File: src/rtl/prog_loader.sv
// Program loader: takes a length-prefixed word stream, writes it to program memory from BASE_ADDR, holds the CPU meanwhile.
// Latency: start->in_ready 1 cycle, accept->WRITE 1 cycle, last WRITE->done 1 cycle (+N+1 with PROG_LOADER_VERIFY_EN readback).
// Backpressure: in_ready is low outside HDR/LOAD and once N words are taken; in_valid may be held high across cycles.
module prog_loader #(
  parameter int AW        = 6,
  parameter int DW        = 9,
  parameter int BASE_ADDR = 0
) (
  input  logic          clk,
  input  logic          rst,
  input  logic          start,
  input  logic          in_valid,
  input  logic [DW-1:0] in_data,
  output logic          in_ready,
  output logic [AW-1:0] A,
  output logic [DW-1:0] DATA,
  output logic          WRITE,
  output logic          READ,
  input  logic [DW-1:0] D,
  output logic          busy,
  output logic          done,
  output logic          cpu_hold,
  output logic          err
);

  localparam logic [2:0] S_IDLE = 3'd0;
  localparam logic [2:0] S_HDR  = 3'd1;
  localparam logic [2:0] S_LOAD = 3'd2;
  localparam logic [2:0] S_FIN  = 3'd3;
`ifdef PROG_LOADER_VERIFY_EN
  localparam logic [2:0] S_VER  = 3'd4;
  localparam logic [2:0] S_CMP  = 3'd5;
`endif

  localparam logic [AW-1:0] BASE = AW'(BASE_ADDR);
  // Header value 0 stands for a full memory image of 2^AW words.
  localparam logic [AW:0] FULL_N = {1'b1, {AW{1'b0}}};

  logic [2:0]    state;
  logic [AW:0]   n;      // words in this session, 1..2^AW
  logic [AW:0]   idx;    // words accepted (LOAD) / reads issued (VERIFY)
  logic [DW-1:0] chk;    // XOR of every word written
  logic [AW:0]   hdr_n;
  logic          accept;

  assign accept = in_valid & in_ready;

  // Header decode: only the low AW bits carry the length.
  always_comb begin
    hdr_n = {1'b0, in_data[AW-1:0]};
    if (in_data[AW-1:0] == '0) hdr_n = FULL_N;
  end

  // Ready while waiting for the header or while payload words are still owed.
  always_comb begin
    in_ready = 1'b0;
    if (state == S_HDR) in_ready = 1'b1;
    else if (state == S_LOAD && idx < n) in_ready = 1'b1;
  end

`ifdef PROG_LOADER_VERIFY_EN
  logic [DW-1:0] rchk;   // XOR of every word read back
`else
  logic          unused_d;
  assign unused_d = ^D;
  assign READ = 1'b0;
  assign err  = 1'b0;
`endif

  // Session FSM; all bus outputs are registered so the memory sees clean strobes.
  always_ff @(posedge clk) begin
    if (rst) begin
      state    <= S_IDLE;
      A        <= '0;
      DATA     <= '0;
      WRITE    <= 1'b0;
      busy     <= 1'b0;
      done     <= 1'b0;
      cpu_hold <= 1'b1;
      n        <= '0;
      idx      <= '0;
      chk      <= '0;
`ifdef PROG_LOADER_VERIFY_EN
      READ     <= 1'b0;
      err      <= 1'b0;
      rchk     <= '0;
`endif
    end else begin
      case (state)
        S_IDLE, S_FIN: begin
          state <= S_IDLE;
          if (start) begin
            state    <= S_HDR;
            busy     <= 1'b1;
            done     <= 1'b0;
            cpu_hold <= 1'b1;
            idx      <= '0;
            chk      <= '0;
`ifdef PROG_LOADER_VERIFY_EN
            err      <= 1'b0;
            rchk     <= '0;
`endif
          end
        end
        S_HDR: begin
          if (accept) begin
            n     <= hdr_n;
            state <= S_LOAD;
          end
        end
        S_LOAD: begin
          if (idx == n) begin
            // This cycle carries the last write; next cycle leaves the load phase.
            WRITE <= 1'b0;
            DATA  <= '0;
`ifdef PROG_LOADER_VERIFY_EN
            state <= S_VER;
            READ  <= 1'b1;
            A     <= BASE;
            idx   <= '0;
`else
            state    <= S_FIN;
            A        <= '0;
            busy     <= 1'b0;
            done     <= 1'b1;
            cpu_hold <= 1'b0;
`endif
          end else if (accept) begin
            WRITE <= 1'b1;
            A     <= BASE + idx[AW-1:0];
            DATA  <= in_data;
            idx   <= idx + 1'b1;
            chk   <= chk ^ in_data;
          end else begin
            WRITE <= 1'b0;
          end
        end
`ifdef PROG_LOADER_VERIFY_EN
        S_VER: begin
          rchk <= rchk ^ D;
          idx  <= idx + 1'b1;
          if (idx == n - 1'b1) begin
            READ  <= 1'b0;
            A     <= '0;
            state <= S_CMP;
          end else begin
            A <= A + 1'b1;
          end
        end
        S_CMP: begin
          err      <= (rchk != chk);
          state    <= S_FIN;
          busy     <= 1'b0;
          done     <= 1'b1;
          cpu_hold <= 1'b0;
        end
`endif
        default: state <= S_IDLE;
      endcase
    end
  end

endmodule

File: config.mk
export PLATFORM = sky130hd
export DESIGN_NAME = prog_loader
export DESIGN_NICKNAME = d
export VERILOG_FILES = /design/src/rtl/prog_loader.sv
export SDC_FILE = /design/constraint.sdc
export NUM_CORES = 1
export LEC_CHECK = 0
export ABC_AREA = 1
export CAP_MARGIN = 30
export CORE_ASPECT_RATIO = 0.7
export CORE_MARGIN = 2
export CORE_UTILIZATION = 43
export CTS_CLUSTER_DIAMETER = 100
export DETAILED_ROUTE_END_ITERATION = 16
export GPL_TIMING_DRIVEN = 0
export PLACE_DENSITY = 0.74
export RECOVER_POWER = 100
export REMOVE_ABC_BUFFERS = 1
export SKIP_LAST_GASP = 1
export SLEW_MARGIN = 20
export SYNTH_ARGS = -nofsm -noshare
export SYNTH_HDL_FRONTEND = slang
export SYNTH_SLANG_ARGS = --single-unit
export TNS_END_PERCENT = 50
File: constraint.sdc
create_clock -name clk -period 1.6 [get_ports clk]
set_input_delay 0.4 -clock clk [delete_from_list [all_inputs] [get_ports clk]]
set_output_delay 0.4 -clock clk [all_outputs]
set_load 0.01 [all_outputs]
# Word level (Yosys, flattened, before mapping)
# Cells that the tools add are included.
# classes
eq_ne	9
bitwise_logic	1
n_reduce_logical	11
shifts	0
n_lt_le_gt_ge	1
multipliers	0
muxes	23
addsub	1
n_div	0
# op_table
operator	count
7-bit 2-to-1 mux	4
9-bit 2-to-1 mux	2
7-bit one-hot mux with 2 select lines	1
6-bit 2-to-1 mux	2
1-bit 2-to-1 mux	9
3-bit one-hot mux with 3 select lines	1
2-bit inequality test, second input constant	4
7-bit by 1-bit adder with 7-bit output, second input constant	1
7-bit equality test	1
7-bit less-than comparator	1
3-bit by 2-bit equality test with 1-bit output, second input constant	2
6-bit zero test	1
3-bit 2-to-1 mux	2
2-bit AND reduction	3
1-bit one-hot mux with 2 select lines	2
4-bit AND reduction	1
2-bit nonzero test	2
3-bit by 1-bit equality test with 1-bit output, second input constant	1
3-bit zero test	1
3-bit AND reduction	1
2-bit by 1-bit inequality test with 1-bit output, second input constant	1
2-bit OR reduction	1
1-bit bitwise AND	1
1-bit logical AND	1
# totals
rom_bits	0
mem_bits_rw	0
regBits	36
memories	0
output_inout_bits	22
latch_bits	0

# Depth between registers and ports, before layout
# Gate-level depths: netlist of the first run.
# depth
depth_word	8
ltp_mapped	15

# Least setup slack after synthesis of the first run
# No wires, ideal clock.
# synth_timing
kind	reg-to-reg
from	register idx[2]
to	register A[0]
required_ns	1.458
path_slack_ns	-0.120
arrival_ns	1.578
path_stages_with_launch	13
synth_period_minus_slack_ns	1.720
n_path_buf	1
path_cell_list	dfxtp_1 ha_1 a21oi_1 nand2_1 nand2_1 nand2_1 nand2_2 nand2_1 nand2_1 nand2_1 buf_2 nand2_1 a21oi_2
# synth_between
elab_chain_cells	7
word_cells_on_any_way	9
cone_classes	order compare (1); eq/ne (1); mux (3); bitwise (1); reduce/logical (3)
# synth_rtl
item	line_no	rtl
start: declaration	41	logic [AW:0] idx;
start signal: assignment	132	idx <= idx + 1'b1;
7-bit less-than comparator	58	else if (state == S_LOAD && idx < n) in_ready = 1'b1;
1-bit logical AND	58	
1-bit 2-to-1 mux	58	
1-bit 2-to-1 mux	57	if (state == S_HDR) in_ready = 1'b1;
net in_ready	14	output logic in_ready,
1-bit bitwise AND	46	assign accept = in_valid & in_ready;
2-bit nonzero test (no line)	-	
2-bit AND reduction (no line)	-	
end signal: assignment	130	A <= BASE + idx[AW-1:0];
end: declaration	15	output logic [AW-1:0] A,
# The timed path passes the listed nets, and every way through them passes these cells.
# A chain may end at the register's enable or synchronous reset.

# Worst setup path after layout of the first run
# layout_timing
from	register n[4]
to	output port in_ready
# layout_between
elab_chain_cells	4
# layout_rtl
item	line_no	rtl
start: declaration	40	logic [AW:0] n;
start signal: assignment	107	n <= hdr_n;
7-bit less-than comparator	58	
1-bit logical AND	58	
1-bit 2-to-1 mux	58	
1-bit 2-to-1 mux	57	
end: declaration	14	
# No other way between the ends.

==> metrics.cfg, run 1 <==
[status]
status = finished, violations left
violations = setup timing

[drt]
vias = 1690
drc = 0
via_per_inst = 5.200
wl_per_cell_um = 15.08
ant_nets = 0
drtIter0Drc = 159
drt-total-wl_mm = 4.900
drt_pass1_iterations = 4

[timing]
hold_slack_ps = 469.0
rsz0062_at_grt = true
skew_ps = 4.805
setup_viol = 28
timing.final.max_slew_violations = 0
clock.fmax_mhz = 528.5
min_period_ps = 1892
setup_ws_ps = -292.0
post-route-period-util_pct = 118.3
hold_viol = 0

[logic_synthesis]
synthDistinctLibCells = 27
synthMuxAreaShare_pct = 0
synth_compound_area_share_pct = 16.68
ys_seq_area_share_pct = 40.79
synth_xor_area_share_pct = 1.529
ys_ff_latch = 35
synth_simple_gate_area_share_pct = 25.20
async_flop_share_pct = 0
yosys_warnings = 0
synthAdderAreaFrac_pct = 7.283
syn_area_um2 = 1718
syn_inst = 219
synth_edf_count = 0
ys.flop_type = dfxtp_1
synth_area_per_cell_um2 = 7.844
synth_top_family_by_area = simple AND/OR/NAND/NOR gates

[finish]
nets = 304
fin_util_pct = 68.97
final-instance-count-excl-fill = 325
syn_to_final_growth_pct = 55.57
drive_above_1_share_pct = 41.39
antenna_cells = 0
nFillCells = 272

[floorplan]
num_rows = 19
io_pins = 44
initial_core_util_pct = 44.33
die_area_um2 = 4525
die_y_um = 56.88
core_um2 = 3875
die_w_um = 79.55

[placed_design]
place.gp.congestion = 0.8167
dp_cells = 295
hpwl_mm = 2.552
port_buffers = 32

[power]
irDropWorstVdd_v = 0.0008772
p_per_area_nw_per_um2 = 1386
p_leak_nw = 1.027

[worst_setup_path]
cp_num_buf_inv = 2
critical_path.cell_chain = inv_2 > ha_4 > nand2_2 > a21oi_2 > nor2_2 > nand2_2 > nand2_4 > buf_6
cpLargestDelayFamily = flip-flops
cp.arrival_ps = 1490
crit_path_top_delay_cell = dfxtp_2
path_common_cell = nand2_2
cp-start-kind = flip-flop
reg2reg_slack_ps = -240
crit_fanout = 3
critical_path.max_stage_delay_ps = 330
critical_path_class = flip-flop to output port
end_kind = output port
cp_data_required_time_ps = 1200

[clock_tree]
cts_max_level = 2
cts_made_buffers = 5
cts_tree = built
clock_sinks = 35
cts-root-buf = clkbuf_8
clk_latency_ps = 290
clockBufferDepth = 2
clkTransAtPathRegs_ps = 70
ctsHoldBuffers = 0

[grt]
antenna_found_initial = 0
grt_use_total_pct = 20.57
grt_max_degree = 15
grt_pass1_wl_mm = 7.182
grt_pass1_vias = 1576
gr-total-overflow = 0

[flow_run]
cap_violations = 0

[hold_path]
hp-class = flip-flop to flip-flop

-- layer usage --
layer  global-route usage (%)  vias to the layer above  share of wire (%)
li1                         -                      821                  -
met2                    32.41                       69                 48
met5                        0                        -                  0
met1                    26.63                      792                 44
met4                    7.143                        0                1.2
met3                    6.270                        8                6.3
-- Yosys cell counts, types with 6 or more instances --
| cell type | count | area [um^2] |
|---|---|---|
| clkbuf_1 | 6 | 22.52 |
| dfxtp_1 | 35 | 700.7 |
| nand2_2 | 12 | 75.07 |
| a21oi_2 | 10 | 87.58 |
| a21oi_1 | 26 | 130.1 |
| ha_1 | 10 | 125.1 |
| nand3_1 | 11 | 55.05 |
| nor2_1 | 14 | 52.55 |
| nand2_1 | 49 | 183.9 |
| o21ai_0 | 11 | 55.05 |
| inv_1 | 16 | 60.06 |
-- per-stage QoR --
step | TNS [ps] | setup WS [ps] | cell area, um^2 | power (mW)
detailed placement | -17960 | -691.9 | 2053 | 2.145
global placement | -26600 | -965.0 | 2033 | 2.122
global route | -7886 | -360.4 | 2673 | 3.905
CTS | -4897 | -237.3 | 2424 | 3.116
finish | -4764 | -292.0 | 2673 | 3.704
floorplan | -6223 | -367.5 | 1648 | 1.792
-- power breakdown --
part / internal, mW / switching, mW / total, mW / leakage (nW)
sequential: 1.00 / 0.111 / 1.12 / 0.291
clock: 0.393 / 0.309 / 0.702 / 0.0515
combinational: 0.802 / 1.08 / 1.89 / 0.684
-- sequential cells by signal, summed over array words and instances (netlist names) --
name      cells
state         2
done          1
DATA          9
idx           7
A             6
cpu_hold      1
WRITE         1
busy          1
n             7
-- worst paths after layout --
path | start | end | cells past startpoint
max | n[4] | in_ready | 8
min reg2reg | cpu_hold | cpu_hold | 2
min | cpu_hold | cpu_hold | 2
max reg2reg | state[0] | A[1] | 13
-- worst reg2reg max path, cell delays in order, from the launching register on --
cell     delay (ps)
dfxtp_2         340
inv_2            70
ha_4            160
inv_8            40
nor2_2          100
nand2_1          70
nor2_2          130
nand2_2          80
nand2_4          80
nand3_4         120
nor2_8          220
buf_12          170
nand2_2          50
a21oi_2         120
-- layout make-up --
type,instances,area (um^2),share of cell area [%]
multi-input cells,158,1172,43.87
flip-flops and latches,35,729.5,27.29
inverters,17,71.32,2.669
repair buffers,55,534.3,19.99
clock buffers,8,100.1,3.745
well taps,52,65.06,2.434
-- cells by family (layout without fill, tap and decap cells) --
logic type / Yosys count / after routing
flip-flops: 35 / 35
AO/OA/AOI/OAI: 49 / 49
buffers and inverters: 28 / 80
XOR/XNOR: 3 / 3
adder cells (fa/ha/maj): 10 / 10
other: 1 / 2
AND/OR/NAND/NOR: 93 / 94
-- layout by cell type (no fill, tap or decap), types with 7 or more instances in the layout --
master / count
nand2_4: 10
dfxtp_1: 22
nor2_1: 12
clkbuf_8: 7
a21oi_1: 20
nand3_1: 11
nand2_1: 31
o21ai_0: 9
inv_1: 9
ha_4: 7
a21oi_2: 16
inv_2: 7
dfxtp_2: 8
buf_4: 15
nand2_2: 16
clkdlybuf4s50_1: 30
-- repair_timing --
action,4_1_cts,5_1_grt
cloned,1,0
endpoints found under the setup margin,35,41
setup buffers,10,11
pin swaps,10,28
resized for setup,51,45
(Power assumes the default switching activity.)
==> run 2, diff against run 1 <==
--- a/config.mk
+++ b/config.mk
@@ -9,11 +9,11 @@
 export CAP_MARGIN = 30
 export CORE_ASPECT_RATIO = 0.7
 export CORE_MARGIN = 2
-export CORE_UTILIZATION = 43
+export CORE_UTILIZATION = 42
 export CTS_CLUSTER_DIAMETER = 100
 export DETAILED_ROUTE_END_ITERATION = 16
 export GPL_TIMING_DRIVEN = 0
-export PLACE_DENSITY = 0.74
+export PLACE_DENSITY = 0.73
 export RECOVER_POWER = 100
 export REMOVE_ABC_BUFFERS = 1
 export SKIP_LAST_GASP = 1
==> metrics.cfg, run 2 (synthesis gave the netlist of run 1 again) <==
[worst_setup_path]
crit_fanout = 6
cp-start-kind = flip-flop
cp.arrival_ps = 2130
cpLargestDelayFamily = simple AND/OR/NAND/NOR gates
critical_path.max_stage_delay_ps = 340
end_kind = flip-flop
cp_num_buf_inv = 4
critical_path.cell_chain = inv_2 > ha_4 > inv_8 > nor2_4 > nand2_1 > nor2_1 > nand2_1 > nand2_2 > nand3_4 > nor2_8 > buf_6 > buf_16 > nand2_2 > a21oi_2
crit_path_top_delay_cell = dfxtp_2
critical_path_class = flip-flop to flip-flop
cp_data_required_time_ps = 1810

[timing]
clock.fmax_mhz = 518.3
timing.final.max_slew_violations = 0
min_period_ps = 1929
setup_viol = 35
post-route-period-util_pct = 120.6
setup_ws_ps = -329.4
maxSlewHeadroom_pct = 48.93
rsz0062_at_grt = true
worst_slew_pin_slew_ps = 763.6
skew_ps = 6.747
hold_viol = 0

[clock_tree]
clockBufferDepth = 2
cts_max_level = 2
cts_made_buffers = 5
clock_sinks = 35
ctsHoldBuffers = 0
clkTransAtPathRegs_ps = 70
cts-root-buf = clkbuf_8
cts_tree = built
clk_latency_ps = 290

[drt]
wl_per_cell_um = 15.57
drc = 0
drt_pass1_iterations = 4
via_per_inst = 5.130
vias = 1652
drt-total-wl_mm = 5.014
ant_nets = 0
drtIter0Drc = 84

[grt]
grt_max_degree = 16
grt_pass1_vias = 1468
gr-total-overflow = 0
grt_use_total_pct = 19.91
antenna_found_initial = 0
grt_pass1_wl_mm = 7.003

[finish]
nFillCells = 302
final-instance-count-excl-fill = 322
largest_reg_flops = 9
final_common_cell = nand2_1
drive_above_1_share_pct = 38.89
syn_to_final_growth_pct = 53.53
mostFrequentLayoutCells = nand2_1 (32), clkdlybuf4s50_1 (31), dfxtp_1 (23), a21oi_1 (21), nand2_2 (18)
antenna_cells = 0
reg.largest.list = DATA: 9 flops, idx: 7 flops, n: 7 flops
nets = 301
top_register = DATA

[floorplan]
die_area_um2 = 4626
die_w_um = 80.44
die_y_um = 57.51
io_pins = 44
core_um2 = 3923
initial_core_util_pct = 43.80
num_rows = 19

[power]
irDropWorstVdd_v = 0.001112
p_per_area_nw_per_um2 = 1439
p_leak_nw = 1.007
totalPowerFinal_mw = 3.796

[status]
violations = setup timing
status = finished, violations left

[placed_design]
port_buffers = 32
place.gp.congestion = 0.8415
dp_cells = 295
hpwl_mm = 2.594

[hold_path]
hp-class = flip-flop to flip-flop

[flow_run]
cap_violations = 0

## run 2: changes by cell type in the layout (fill, tap and decap cells not counted), moves of 2 or more
| cell | change |
|---|---|
| buf_12 | -2 |
| dfxtp_2 | -2 |
| nand2_2 | +2 |
| nand2_4 | -2 |
| nor2_2 | -2 |
## run 2: metal layers
layer  track usage, %  share of wire, %
met5                0                 0
met4            7.022               1.8
met3            6.329               5.5
met2            27.98                46
met1            28.68                47
## run 2: cell type report
class | instances | area (um^2) | share of cell area (%)
multi-input cells | 158 | 1145 | 43.41
flip-flops and latches | 35 | 730.7 | 27.70
repair buffers | 52 | 508.0 | 19.26
clock buffers | 6 | 82.58 | 3.131
inverters | 17 | 71.32 | 2.704
well taps | 52 | 65.06 | 2.467
clock inverters | 2 | 35.03 | 1.328
## run 2: final timing paths
check	startpoint	to	slack (ps)	cells after the start
hold reg to reg	DATA[3]	DATA[3]	470	2
setup / recovery	state[0]	DATA[0]	-330	14
hold / removal	DATA[3]	DATA[3]	470	2
setup reg to reg	state[0]	DATA[0]	-330	14
## run 2: power breakdown
part	internal (mW)	switching [mW]	leakage, nW
clock network	0.504	0.325	0.0612
logic	0.784	1.09	0.654
registers	1.00	0.0908	0.291
## run 2: per-stage QoR
step / TNS, ps / setup slack, ps / utilization, % / area (um^2) / hold slack [ps]
3_5_place_dp: -16980 / -681.0 / 52.34 / 2053 / 457.6
3_3_place_gp: -26910 / -1009 / 51.83 / 2033 / 450.4
6_report: -6360 / -329.4 / 67.24 / 2638 / 470.5
5_1_grt: -9508 / -409.4 / 67.24 / 2638 / 491.9
4_1_cts: -3626 / -248.4 / 61.79 / 2424 / 468.2
2_1_floorplan: -6223 / -367.5 / - / 1648 / 435.2
## run 2: tightest hold or removal path, delay by kind of cell, from the launching register on
| family | cells | cell delay, ps |
|---|---|---|
| AO/OA/AOI/OAI | 1 | 60 |
| flip-flops | 1 | 310 |
| AND/OR/NAND/NOR | 1 | 60 |
## run 2: what timing repair did
item	in CTS	in global routing
cloned	1	1
setup buffers	8	11
endpoints found under the setup margin	35	42
pin swaps	9	26
gates resized for setup	46	41
==> run 3, diff against run 2 <==
--- a/config.mk
+++ b/config.mk
@@ -5,7 +5,7 @@
 export SDC_FILE = /design/constraint.sdc
 export NUM_CORES = 1
 export LEC_CHECK = 0
-export ABC_AREA = 1
+export ABC_AREA = 0
 export CAP_MARGIN = 30
 export CORE_ASPECT_RATIO = 0.7
 export CORE_MARGIN = 2
==> metrics.cfg, run 3 <==
[status]
status = finished, violations left
violations = setup timing

[worst_setup_path]
critical_path_class = flip-flop to output port
r2r-start = n[4]
cp-start-kind = flip-flop
end_kind = output port
rr_worst_depth = 8
cp_data_required_time_ps = 1200
worst_r2r_endpoint = state[1]
crit_fanout = 5
cp.arrival_ps = 1730
reg2reg_slack_ps = -440
setup.worst_path.end = in_ready
crit_start = idx[4]
critical_path.max_stage_delay_ps = 410
critical_path.cell_chain = ha_4 > a21oi_4 > nor3_4 > or3_4 > inv_4 > buf_6
crit_path_top_delay_cell = or3_4

[logic_synthesis]
synth.area.top_cells = dfxtp_1 (41%), a22o_1 (7.7%), ha_1 (7.3%)
async_flop_share_pct = 0
synth_top_area_share_pct = 41.09
syn_inst = 192
synthDistinctLibCells = 45
synth_edf_count = 0
ys_ff_latch = 35
synth_area_per_cell_um2 = 8.882
yosysTopAreaCell = dfxtp_1
yosysMostFrequentCell = dfxtp_1
ys.flop_type = dfxtp_1
yosys_warnings = 0
syn_area_um2 = 1705
ys_seq_area_share_pct = 41.09
yosys-top-cells-count = dfxtp_1 (35), nand2_1 (20), nand3_1 (17)

[power]
p_leak_nw = 0.9399
irDropWorstVdd_v = 0.0006488
p_sw_share_pct = 37.43
seqPwrFrac_pct = 32.0
pwr-share-comb_pct = 47.7
p_per_area_nw_per_um2 = 1226
switchingPower_mw = 1.162
clockPowerShare_pct = 20.2
internal_power_mw = 1.943

[drt]
drtIter0Drc = 137
m1WireLength_mm = 2.244
via_per_inst = 5.493
wl_met2_mm = 2.141
drt_pass1_iterations = 4
wl_per_cell_um = 16.00
vias = 1626
ant_nets = 0
highest_layer = met4
wl_met3_um = 262
drt-total-wl_mm = 4.735
drc = 0

[clock_tree]
clockBufferDepth = 2
clk_latency_ps = 290
cts_made_buffers = 5
cts-root-buf = clkbuf_8
cts_max_level = 2
cts_tree = built
clkTransAtPathRegs_ps = 70
clock_sinks = 35

[timing]
post-route-period-util_pct = 133.0
skew_ps = 6.891
setup_ws_ps = -527.5
maxSlewHeadroom_pct = 49.64
clock.fmax_mhz = 470.0
setup_viol = 29
min_period_ps = 2128
timing.final.max_slew_violations = 0
tns_ps = -10270
worst_slew_pin_slew_ps = 755.4
rsz0062_at_grt = true
hold_viol = 0

[grt]
grt_pass1_vias = 1469
antenna_found_initial = 0
grt_use_total_pct = 21.08
gr-total-overflow = 0
grt_max_degree = 18
grt_pass1_wl_mm = 7.424

[flow_run]
cap_violations = 0

[finish]
multi_input_area_um2 = 1105
seq_area_um2 = 729.5
top_register = DATA
reg.largest.list = DATA: 9 flops, idx: 7 flops, n: 7 flops
mostFrequentLayoutCells = clkdlybuf4s50_1 (30), dfxtp_1 (22), buf_4 (20), nand2_1 (19), nand3_1 (17)
final_common_cell = clkdlybuf4s50_1
nets = 275
antenna_cells = 0
drive_above_1_share_pct = 29.51
fin_util_pct = 64.99
nFillCells = 309
largest_reg_flops = 9
syn_to_final_growth_pct = 48.57

[placed_design]
place.gp.congestion = 0.8286
port_buffers = 32
hpwl_mm = 2.715

[hold_path]
hp-class = flip-flop to flip-flop
hold_depth = 2

[floorplan]
die_w_um = 80.16
initial_core_util_pct = 43.74
io_pins = 44
core_um2 = 3899
num_rows = 19
die_area_um2 = 4594
die_y_um = 57.32

## run 3: routing by layer
metal,global-route usage (%),up-vias
li1,-,789
met3,4.430,10
met1,32.21,774
met2,29.40,53
met5,0,-
met4,7.022,0
## run 3: logic make-up after synthesis
kind of cell | share of synthesized area, %
fa+ha+maj | 7.337
buf+inv | 7.483
other cells | 0.2199
compound gates | 22.67
mux | 0.5870
flops | 41.09
simple gates | 20.62
## run 3: how the worst min path moves through the flow
stage	slack, ps	end	start
floorplan	430	n[1]	n[1]
global placement	450	n[1]	n[1]
detailed placement	450	n[1]	n[1]
CTS	460	n[1]	n[1]
global route	490	n[5]	n[5]
finish	460	n[4]	n[4]
## run 3: layout make-up
| type | count | share of cell area (%) |
|---|---|---|
| clock buffer | 7 | 3.012 |
| clock inverter | 1 | 0.1975 |
| inverter | 13 | 2.025 |
| multi-input combinational | 134 | 43.60 |
| sequential | 35 | 28.79 |
| tap | 52 | 2.568 |
| timing repair buffer | 54 | 19.80 |
## run 3: timing repair
action                     in CTS  in global routing
hold buffers                    0                  0
pin swaps                       9                 12
setup buffers                   8                 13
setup endpoints to repair      28                 36
gates cloned                    1                  0
resized for setup              48                 13
## run 3: stage by stage
| step | cells | area (um^2) | setup slack, ps | hold slack [ps] | total power, mW |
|---|---|---|---|---|---|
| after floorplan | 181 | 1630 | -740.1 | 430.3 | 1.587 |
| after global placement | 265 | 2016 | -1475 | 446.8 | 1.863 |
| after detailed placement | 266 | 2023 | -1233 | 453.6 | 1.885 |
| after CTS | 283 | 2387 | -504.0 | 457.9 | 2.870 |
| after global routing | 296 | 2534 | -571.0 | 493.0 | 3.293 |
| final | 296 | 2534 | -527.5 | 459.0 | 3.106 |
## run 3: power by group through the flow
stage	Clock [mW]	Combinational, mW	Sequential (mW)
6_report	0.628	1.48	0.995
5_1_grt	0.686	1.60	1.01
4_1_cts	0.619	1.26	0.990
3_5_place_dp	0	0.882	1.00
3_3_place_gp	0	0.861	1.00
2_1_floorplan	0	0.578	1.01
## run 3: critical path, delay by kind of cell, from the launching register on
family,cells,cell delay [ps]
flops,1,370
buf+inv,2,160
simple gates,2,470
fa+ha+maj,1,270
compound gates,1,170
